## config.mk

```make
export PLATFORM = sky130hd
export DESIGN_NAME = serial_settings_bus_flat
export DESIGN_NICKNAME = d
export VERILOG_FILES = /design/src/rtl/serial_settings_bus_pkg.sv /design/src/rtl/serial_settings_bus_if.sv /design/src/rtl/serial_settings_bus_sync_edge_detect.sv /design/src/rtl/serial_settings_bus.sv /design/src/flat_wrapper.sv
export SDC_FILE = /design/constraint.sdc
export NUM_CORES = 1
export LEC_CHECK = 0
export ABC_AREA = 1
export BUFFER_PORTS_ARGS = -buffer_cell sky130_fd_sc_hd__buf_2
export CAP_MARGIN = 15
export CORE_ASPECT_RATIO = 1.75
export CORE_UTILIZATION = 40
export DETAILED_ROUTE_END_ITERATION = 7
export GPL_TIMING_DRIVEN = 0
export REMOVE_ABC_BUFFERS = 1
export SYNTH_ARGS = -nofsm -noshare
export SYNTH_HDL_FRONTEND = slang
export SYNTH_SLANG_ARGS = --single-unit
```

## constraint.sdc

```tcl
create_clock -name clock -period 2.5 [get_ports clock]
set_clock_uncertainty 0.2 [all_clocks]
set_input_delay 0.5 -clock clock [delete_from_list [all_inputs] [get_ports clock]]
set_output_delay 0.5 -clock clock [all_outputs]
set_load 0.05 [all_outputs]
```

## src/rtl/serial_settings_bus_pkg.sv

```systemverilog
// Shared constants, state encoding and helpers for the serial settings-bus receiver.
package serial_settings_pkg;

  localparam int FRAME_BITS = 40;
  localparam int HDR_BITS   = 8;
  localparam int SET_ADDR_W = 7;
  localparam int SET_DATA_W = 32;
  localparam int CNT_W      = 6;

  typedef enum logic [1:0] {
    IDLE    = 2'd0,
    HDR     = 2'd1,
    WR_DATA = 2'd2,
    RD_DATA = 2'd3
  } state_t;

  // Bit counter increment that sticks at all-ones instead of wrapping.
  function automatic logic [CNT_W-1:0] sat_inc(input logic [CNT_W-1:0] cnt);
    return (cnt == {CNT_W{1'b1}}) ? cnt : cnt + CNT_W'(1);
  endfunction

endpackage

```

## src/rtl/serial_settings_bus_if.sv

```systemverilog
// Parallel settings bus: write strobe, address, data and the externally selected read-back word.
interface serial_settings_bus_if;
  import serial_settings_pkg::*;

  logic                  strobe;
  logic [SET_ADDR_W-1:0] addr;
  logic [SET_DATA_W-1:0] data;
  logic [SET_DATA_W-1:0] readback_data;

  modport master (output strobe, output addr, output data, input readback_data);
  modport slave  (input strobe, input addr, input data, output readback_data);

endinterface

```

## src/rtl/serial_settings_bus_sync_edge_detect.sv

```systemverilog
// Multi-flop synchronizer for one asynchronous pin, plus an edge register that
// produces aligned level / rise / fall outputs SYNC_STAGES+1 cycles after the pin.
module sync_edge_detect #(
  parameter int SYNC_STAGES = 2
) (
  input  logic clock,
  input  logic reset,
  input  logic async_in,
  output logic level,
  output logic rise,
  output logic fall
);

  logic [SYNC_STAGES-1:0] sync_r;
  logic                   prev_r;
  logic                   rise_r;
  logic                   fall_r;

  // Synchronizer chain, free-running so it keeps tracking the pin through reset.
  always_ff @(posedge clock) begin
    sync_r <= {sync_r[SYNC_STAGES-2:0], async_in};
  end

  // Edge register; it follows the pin during reset so a level held across reset is never an edge.
  always_ff @(posedge clock) begin
    prev_r <= sync_r[SYNC_STAGES-1];
    if (reset) begin
      rise_r <= 1'b0;
      fall_r <= 1'b0;
    end else begin
      rise_r <= sync_r[SYNC_STAGES-1] & ~prev_r;
      fall_r <= ~sync_r[SYNC_STAGES-1] & prev_r;
    end
  end

  assign level = prev_r;
  assign rise  = rise_r;
  assign fall  = fall_r;

endmodule

```

## src/rtl/serial_settings_bus.sv

```systemverilog
// 3-wire serial control port receiver: deserializes host frames onto the settings bus
// and shifts read-back words out on serial_dout, all in the master clock domain.
module serial_settings_bus
  import serial_settings_pkg::*;
#(
  parameter int SYNC_STAGES = 2,
  parameter int FRAME_BITS  = serial_settings_pkg::FRAME_BITS
) (
  input  logic                         clock,
  input  logic                         reset,
  input  logic                         serial_enable,
  input  logic                         serial_clk,
  input  logic                         serial_din,
  output logic                         serial_dout,
  output logic                         serial_dout_oe,
  output logic                         frame_error,
  serial_settings_bus_if.master        bus
);

  localparam logic [CNT_W-1:0] FULL_COUNT = CNT_W'(FRAME_BITS);
  localparam logic [CNT_W-1:0] HDR_LAST   = CNT_W'(HDR_BITS - 1);

  logic en_level_unused_s, en_rise_s, en_fall_s;
  logic clk_level_unused_s, clk_rise_s, clk_fall_s;
  logic din_level_s, din_rise_unused_s, din_fall_unused_s;

  state_t                state_r;
  logic [CNT_W-1:0]      count_r;
  logic [FRAME_BITS-2:0] shift_r;
  logic [FRAME_BITS-2:0] shift_next_s;
  logic [SET_DATA_W-1:0] rd_shift_r;
  logic                  rd_load_r;
  logic                  strobe_r;
  logic [SET_ADDR_W-1:0] addr_r;
  logic [SET_DATA_W-1:0] data_r;
  logic                  dout_r;
  logic                  dout_oe_r;
  logic                  frame_error_r;

  sync_edge_detect #(.SYNC_STAGES(SYNC_STAGES)) u_sync_en (
    .clock(clock), .reset(reset), .async_in(serial_enable),
    .level(en_level_unused_s), .rise(en_rise_s), .fall(en_fall_s)
  );

  sync_edge_detect #(.SYNC_STAGES(SYNC_STAGES)) u_sync_clk (
    .clock(clock), .reset(reset), .async_in(serial_clk),
    .level(clk_level_unused_s), .rise(clk_rise_s), .fall(clk_fall_s)
  );

  sync_edge_detect #(.SYNC_STAGES(SYNC_STAGES)) u_sync_din (
    .clock(clock), .reset(reset), .async_in(serial_din),
    .level(din_level_s), .rise(din_rise_unused_s), .fall(din_fall_unused_s)
  );

  // The R/W bit drops out of the 39-bit window once the full frame is in; only addr+data remain.
  assign shift_next_s = {shift_r[FRAME_BITS-3:0], din_level_s};

  // Frame sequencing, bit counting and all registered outputs; enable fall has priority over clk edges.
  always_ff @(posedge clock) begin
    if (reset) begin
      state_r       <= IDLE;
      count_r       <= '0;
      shift_r       <= '0;
      rd_shift_r    <= '0;
      rd_load_r     <= 1'b0;
      strobe_r      <= 1'b0;
      addr_r        <= '0;
      data_r        <= '0;
      dout_r        <= 1'b0;
      dout_oe_r     <= 1'b0;
      frame_error_r <= 1'b0;
    end else begin
      strobe_r      <= 1'b0;
      frame_error_r <= 1'b0;
      if (en_fall_s) begin
        state_r   <= IDLE;
        dout_r    <= 1'b0;
        dout_oe_r <= 1'b0;
        rd_load_r <= 1'b0;
        case (state_r)
          WR_DATA: begin
            if (count_r == FULL_COUNT) begin
              addr_r   <= shift_r[SET_DATA_W +: SET_ADDR_W];
              data_r   <= shift_r[SET_DATA_W-1:0];
              strobe_r <= 1'b1;
            end else begin
              frame_error_r <= 1'b1;
            end
          end
          RD_DATA: frame_error_r <= (count_r != FULL_COUNT);
          HDR:     frame_error_r <= 1'b1;
          default: ;
        endcase
      end else begin
        case (state_r)
          IDLE: begin
            if (en_rise_s) begin
              state_r <= HDR;
              count_r <= '0;
              shift_r <= '0;
            end
          end
          HDR: begin
            if (clk_rise_s) begin
              shift_r <= shift_next_s;
              count_r <= sat_inc(count_r);
              if (count_r == HDR_LAST) begin
                if (shift_next_s[HDR_BITS-1]) begin
                  state_r   <= RD_DATA;
                  addr_r    <= shift_next_s[SET_ADDR_W-1:0];
                  rd_load_r <= 1'b1;
                  dout_oe_r <= 1'b1;
                end else begin
                  state_r <= WR_DATA;
                end
              end
            end
          end
          WR_DATA: begin
            if (clk_rise_s) begin
              shift_r <= shift_next_s;
              count_r <= sat_inc(count_r);
            end
          end
          RD_DATA: begin
            if (clk_rise_s) begin
              count_r <= sat_inc(count_r);
            end
            // Read-back word is sampled one cycle after addr settles, well before the first falling edge.
            if (rd_load_r) begin
              rd_shift_r <= bus.readback_data;
              rd_load_r  <= 1'b0;
            end else if (clk_fall_s) begin
              dout_r     <= rd_shift_r[SET_DATA_W-1];
              rd_shift_r <= {rd_shift_r[SET_DATA_W-2:0], 1'b0};
            end
          end
          default: state_r <= IDLE;
        endcase
      end
    end
  end

  assign serial_dout    = dout_r;
  assign serial_dout_oe = dout_oe_r;
  assign frame_error    = frame_error_r;
  assign bus.strobe     = strobe_r;
  assign bus.addr       = addr_r;
  assign bus.data       = data_r;

endmodule

```

## src/flat_wrapper.sv

```systemverilog
// flat-port wrapper written by rule: the top's interface ports become plain ports
module serial_settings_bus_flat import serial_settings_pkg::*;
#(
  parameter int SYNC_STAGES = 2,
  parameter int FRAME_BITS  = serial_settings_pkg::FRAME_BITS
)
  (clock, reset, serial_enable, serial_clk, serial_din, serial_dout, serial_dout_oe, frame_error, bus_strobe, bus_addr, bus_data, bus_readback_data);
  serial_settings_bus_if bus_i ();
  input  logic clock;
  input  logic reset;
  input  logic serial_enable;
  input  logic serial_clk;
  input  logic serial_din;
  output logic serial_dout;
  output logic serial_dout_oe;
  output logic frame_error;
  output wire logic [$bits(bus_i.strobe)-1:0] bus_strobe;
  output wire logic [$bits(bus_i.addr)-1:0] bus_addr;
  output wire logic [$bits(bus_i.data)-1:0] bus_data;
  input wire logic [$bits(bus_i.readback_data)-1:0] bus_readback_data;
  assign bus_strobe = bus_i.strobe;
  assign bus_addr = bus_i.addr;
  assign bus_data = bus_i.data;
  assign bus_i.readback_data = bus_readback_data;
  serial_settings_bus #(.SYNC_STAGES(SYNC_STAGES), .FRAME_BITS(FRAME_BITS)) u_core (.clock(clock), .reset(reset), .serial_enable(serial_enable), .serial_clk(serial_clk), .serial_din(serial_din), .serial_dout(serial_dout), .serial_dout_oe(serial_dout_oe), .frame_error(frame_error), .bus(bus_i));
endmodule
```

Word level (Yosys, flattened, before mapping). Cells that the tools add are included.

Bits of input ports: 37. Memories: 0. Flip-flop bits (word level): 136. Logic and storage cells: 100. RAM bits: 0. Latch bits: 0. Output and inout bits: 43. Bits in read-only memories: 0.

Bitwise logic cells: 11. Reductions and logical operators: 23. Equal/unequal tests: 16. $mul: 0. Order comparisons: 0. Add/sub/neg operators: 1. Shift-type cells: 0. Mux-type cells: 28. Div/mod/pow operators: 0.

Operator list (number): $mux 39 (2); $pmux 39 s2 (1); $mux 32 (2); $mux 7 (7); $reduce_and 4->1 (5); $mux 6 (3); $reduce_bool 2->1 (8); $eq 6x6->1 const B (2); $ne 2x1->1 const B (6); $pmux 6 s2 (1); $reduce_and 3->1 (3); $not 1->1 (7); $add 6x1->6 const B (1); $eq 6x3->1 const B (1); $mux 1 (6); $mux 2 (3); $ne 2x2->1 const B (3); $ne 6x6->1 const B (1); $reduce_and 6->1 (1); $reduce_or 2->1 (3); $reduce_or 3->1 (2); $and 1x1->1 (4); $eq 2x2->1 const B (2); $pmux 2 s2 (1); 4 further kinds (4).

Depth between registers and ports, before layout.
Depth in word-level cells: 5. Mapped depth: 11. Depth with buffers taken out: 10.

By module. A second synthesis with hierarchy kept.

Cell total of the unflattened synthesis: 712. Area total of the unflattened synthesis: 5393.9 µm².

By module, submodules not included: serial_settings_bus (cells each 679, instances 1, area each 5026.1 µm², sequential area each 2462.4 µm²); sync_edge_detect (cells each 11, instances 3, area each 122.6 µm², sequential area each 100.1 µm²).

Worst setup path before layout. No wires, ideal clock.

Kind: reg-to-reg. From: register u_core.state_r[0]. To: register u_core.shift_r[30]. Required time: 2.230 ns. Buffers on the path: 2. Setup time: 0.070 ns. Clock period less this slack: 1.762 ns. Data arrival time: 1.492 ns. Stages on the path, launching flop included: 10. Slack: 0.738 ns. Cells stage by stage: dfxtp_1 > inv_1 > ha_1 > o21ai_2 > nand2_4 > inv_2 > buf_6 > buf_6 > nand3_1 > a21oi_1.

Longest elaborated chain between the ends: 4. Elaborated cells between the ends (all ways): 9. Those cells by class: eq/ne: 4; mux: 1; reduce/logical: 4.

RTL lines: from (decl) (line serial_settings_bus.sv:27) `state_t state_r;`; from (signal assigned) (line serial_settings_bus.sv:61) `state_r <= IDLE;`; from (signal assigned) (line serial_settings_bus.sv:76) `state_r <= IDLE;`; from (signal assigned) (line serial_settings_bus.sv:98) `state_r <= HDR;`; $eq 2x1->1 or $eq 2x2->1 (tied branches) (line serial_settings_bus.sv:95) `case (state_r)`; $reduce_or 2->1 (no source line); $ne 2x1->1 (no source line) or $reduce_bool 2->1 (tied branches); $reduce_and 4->1 (no source line); to (signal assigned) (line serial_settings_bus.sv:105) `shift_r <= shift_next_s;`; to (signal assigned) (line serial_settings_bus.sv:121) `shift_r <= shift_next_s;`; to (decl) (line serial_settings_bus.sv:29) `logic [FRAME_BITS-2:0] shift_r;`.

Parallel ways exist; a longest one is shown, timed or not. A chain may end at the register's enable or synchronous reset.

Final worst setup path.
From: register u_core.state_r[1]. To: register u_core.shift_r[24].

Same word-level chain as after synthesis.

==> results.py <==
metrics = {
    "floorplan": {
        "chip_width_um": 89.90,
        "design.portCount": 80,
        "placementRows": 55,
        "chipHeight_um": 155.8,
        "effective_utilization_at_floorplan_pct": 41.36,
        "core-area_mm2": 0.01308,
        "die_area_mm2": 0.01401,
    },
    "cells_and_area": {
        "nFillCells": 1340,
        "antenna-diode-count": 0,
        "layout.area.seq_mm2": 0.002725,
        "synthToLayoutAreaGrowth_pct": 19.76,
        "multi_input_area_mm2": 0.002328,
        "drive_gt1_share_pct": 17.55,
        "finalInstanceArea_mm2": 0.006476,
        "nNetsFinal": 789,
    },
    "timing": {
        "layout_worst_path_cycle_share_pct": 88.82,
        "grt_setup_unrepaired": "no",
        "setup_tns_ns": 0,
        "setup_violations": 0,
        "drv_slew": 0,
        "fin_crit_ns": 2.221,
        "timing.final.hold_violations": 0,
        "relSlewSlack_pct": 37.95,
        "worstMarginPinSlew_ns": 0.9297,
        "achievable-frequency_mhz": 450.3,
    },
    "critical_path": {
        "timing.critical_path.from_type": "flip-flop",
        "critPathRequiredTime_ns": 2.63,
        "timing.critical_path.fanout_max": 40,
        "crit_arrival_ns": 2.35,
        "critical_path_endpoint_category": "flip-flop",
        "path_class": "flip-flop to flip-flop",
    },
    "grt": {
        "total_routing_usage_gr_pct": 17.22,
        "grt.overflow.total": 0,
        "grt_pass1_wl_mm": 19.59,
        "grt_max_degree": 64,
        "antenna_found_initial": 0,
        "grt_pass1_vias": 4416,
    },
    "logic_synthesis": {
        "synth_seq_cells": 136,
        "synth_common_cells": "sky130_fd_sc_hd__nand2_1, sky130_fd_sc_hd__dfxtp_1, sky130_fd_sc_hd__nor2_1, sky130_fd_sc_hd__a21oi_1",
        "syn_inst": 689,
        "yosys.area.top_type": "sky130_fd_sc_hd__dfxtp_1",
        "seq_total_area_yosys_pct": 50.35,
        "post_synth_num_cell_types": 29,
        "yosys_warnings": 0,
        "ranking_of_synthesized_cells_by_area": "sky130_fd_sc_hd__dfxtp_1, sky130_fd_sc_hd__nand2_1, sky130_fd_sc_hd__nor2_1, sky130_fd_sc_hd__a21oi_1, sky130_fd_sc_hd__nand3_1",
        "post-synth-top-count-cell": "sky130_fd_sc_hd__nand2_1",
        "synth_top_cell_area_share_pct": 50.35,
        "synth.cell_area_mm2": 0.005408,
        "async_flop_share_pct": 0,
        "synth_edf_count": 0,
        "synth-main-ff-cell": "sky130_fd_sc_hd__dfxtp_1",
        "syn_area_per_cell_um2": 7.849,
    },
    "outcome": {
        "status": "completed",
    },
    "clocking": {
        "htree_levels": 4,
        "worst_skew_pair.late_latency_ns": 0.41,
        "clock_transition_at_the_register_clock_pins_on_the_worst_setup_and_hold_paths_after_cts_ns": 0.05,
        "clock_path_buffers": 2,
        "cts_buf_count": 17,
        "clock_sink_count": 136,
        "cts_tree": "built",
        "root_buffer": "sky130_fd_sc_hd__clkbuf_16",
    },
    "placement": {
        "globalplace.congestion": 0.7964,
        "half_perimeter_wire_length_of_the_detailed_placement_result_mm": 7.497,
        "numPortBuffers": 79,
        "placedInstanceArea_mm2": 0.005819,
    },
    "routing": {
        "wire_per_inst_um": 12.48,
        "drt_drc": 0,
        "dr.first_iter.drc_count": 269,
        "num_vias": 4609,
        "ant_nets": 0,
        "vias_per_cell": 4.961,
        "wirelength_mm": 11.59,
        "dr.pass1.iters": 5,
    },
    "power_and_ir_drop": {
        "vdd_ir_drop_max_mv": 0.4633,
        "cellPowerDensity_mw_per_mm2": 785.4,
        "cellLeakagePower_nw": 2.523,
    },
    "run": {
        "maxCapViolCount": 0,
    },
    "min_path": {
        "holdCritPathClass": "input port to flip-flop",
    },
}
==> critical path, stage by stage, from the launching register on <==
cell and delay [ns]:
sky130_fd_sc_hd__dfxtp_1 0.42, sky130_fd_sc_hd__inv_1 0.10, sky130_fd_sc_hd__ha_2 0.50, sky130_fd_sc_hd__nand2_1 0.10, sky130_fd_sc_hd__o21ai_2 0.12, sky130_fd_sc_hd__nand2_8 0.21
sky130_fd_sc_hd__clkinv_8 0.22, sky130_fd_sc_hd__nand3_1 0.10, sky130_fd_sc_hd__a21oi_1 0.14
==> power by group <==
part           internal [mW]  leakage, nW  switching, mW
Combinational          0.105         1.13          0.237
Sequential              2.19         1.10         0.0217
Clock                   1.62        0.290          0.912
==> through the flow <==
step,hold slack (ns),utilization [%],std cells,setup WS (ns),power (mW)
after floorplan,0.1096,-,643,-0.1826,2.454
after global placement,0.1120,43.93,893,-1.003,2.557
after detailed placement,0.1132,44.51,896,-0.2800,2.583
after CTS,0.01020,49.36,929,0.06728,5.129
after global routing,0.0007036,49.53,929,0.06654,5.277
final,0.02323,49.53,929,0.2794,5.086
==> flip-flops by register name, indices dropped and copies added, names as in the netlist, 2 cells and up <==
| signal | flops |
|---|---|
| u_core.shift_r | 39 |
| u_core.bus.data | 32 |
| u_core.rd_shift_r | 32 |
| u_core.bus.addr | 7 |
| u_core.count_r | 6 |
| u_core.state_r | 2 |
| u_core.u_sync_clk.sync_r | 2 |
| u_core.u_sync_din.sync_r | 2 |
| u_core.u_sync_en.sync_r | 2 |
==> layer usage <==
| metal | global-route usage, % | vias to the layer above | wire, µm |
|---|---|---|---|
| li1 | - | 2393 | - |
| met4 | 7.834 | 0 | 153 |
| met1 | 18.84 | 2114 | 5024 |
| met3 | 4.094 | 12 | 426 |
| met5 | 0 | - | 0 |
| met2 | 31.36 | 90 | 5990 |
==> cell families (layout without fill, tap and decap cells) <==
kind of cell,Yosys count,after routing,share of synthesized area (%)
AOI/OAI and AO/OA,147,147,14.46
and+or+nand+nor,321,321,25.61
buffers and inverters,72,141,6.895
adders and majority gates,6,6,1.388
muxes,7,7,1.296
DFF,136,136,50.35
==> path summary, 6_finish.rpt <==
path,depth (start not counted),startpoint,endpoint,slack [ns]
worst min register to register,0,u_core.u_sync_din.sync_r[1],u_core.u_sync_din.level,0.12
worst min-delay path,1,serial_clk,u_core.u_sync_clk.sync_r[0],0.02
worst max register to register,8,u_core.state_r[1],u_core.shift_r[24],0.28
worst max-delay path,8,u_core.state_r[1],u_core.shift_r[24],0.28
==> placed cells by master (no fill, tap or decap), types with 2 or more instances in the layout <==
cell type,count
sky130_fd_sc_hd__nor2_1,97
sky130_fd_sc_hd__dlygate4sd3_1,2
sky130_fd_sc_hd__o21ai_0,47
sky130_fd_sc_hd__nand3_1,47
sky130_fd_sc_hd__clkbuf_8,2
sky130_fd_sc_hd__nand3_2,3
sky130_fd_sc_hd__buf_16,2
sky130_fd_sc_hd__clkbuf_16,17
sky130_fd_sc_hd__nor2_8,2
sky130_fd_sc_hd__clkinvlp_4,2
sky130_fd_sc_hd__a21oi_1,48
sky130_fd_sc_hd__nand2_4,2
sky130_fd_sc_hd__mux2i_1,7
sky130_fd_sc_hd__nand2_2,2
sky130_fd_sc_hd__inv_2,3
sky130_fd_sc_hd__nor3b_1,2
sky130_fd_sc_hd__o21ai_1,18
sky130_fd_sc_hd__buf_2,79
sky130_fd_sc_hd__clkinv_4,3
sky130_fd_sc_hd__clkbuf_1,2
sky130_fd_sc_hd__bufinv_16,3
sky130_fd_sc_hd__a31oi_1,32
sky130_fd_sc_hd__ha_1,5
sky130_fd_sc_hd__dfxtp_2,2
sky130_fd_sc_hd__dfxtp_1,134
sky130_fd_sc_hd__nand4_1,7
sky130_fd_sc_hd__inv_1,21
sky130_fd_sc_hd__nand2_1,155
==> cell type report <==
type                    instances  area share, %
inverters                      26          1.739
clock buffers                  21          7.110
clock inverters                10          2.241
flip-flops and latches        136          42.08
well taps                     171          3.304
multi-input cells             481          35.95
repair buffers                 84          7.573
==> what timing repair did <==
item,4_1_cts,5_1_grt
endpoints found under the hold margin,2,0
gates cloned,0,0
resized for setup,4,5
setup buffers,0,0
setup endpoints to repair,73,46
hold buffers,2,0
Power figures use the tool's default switching activity.
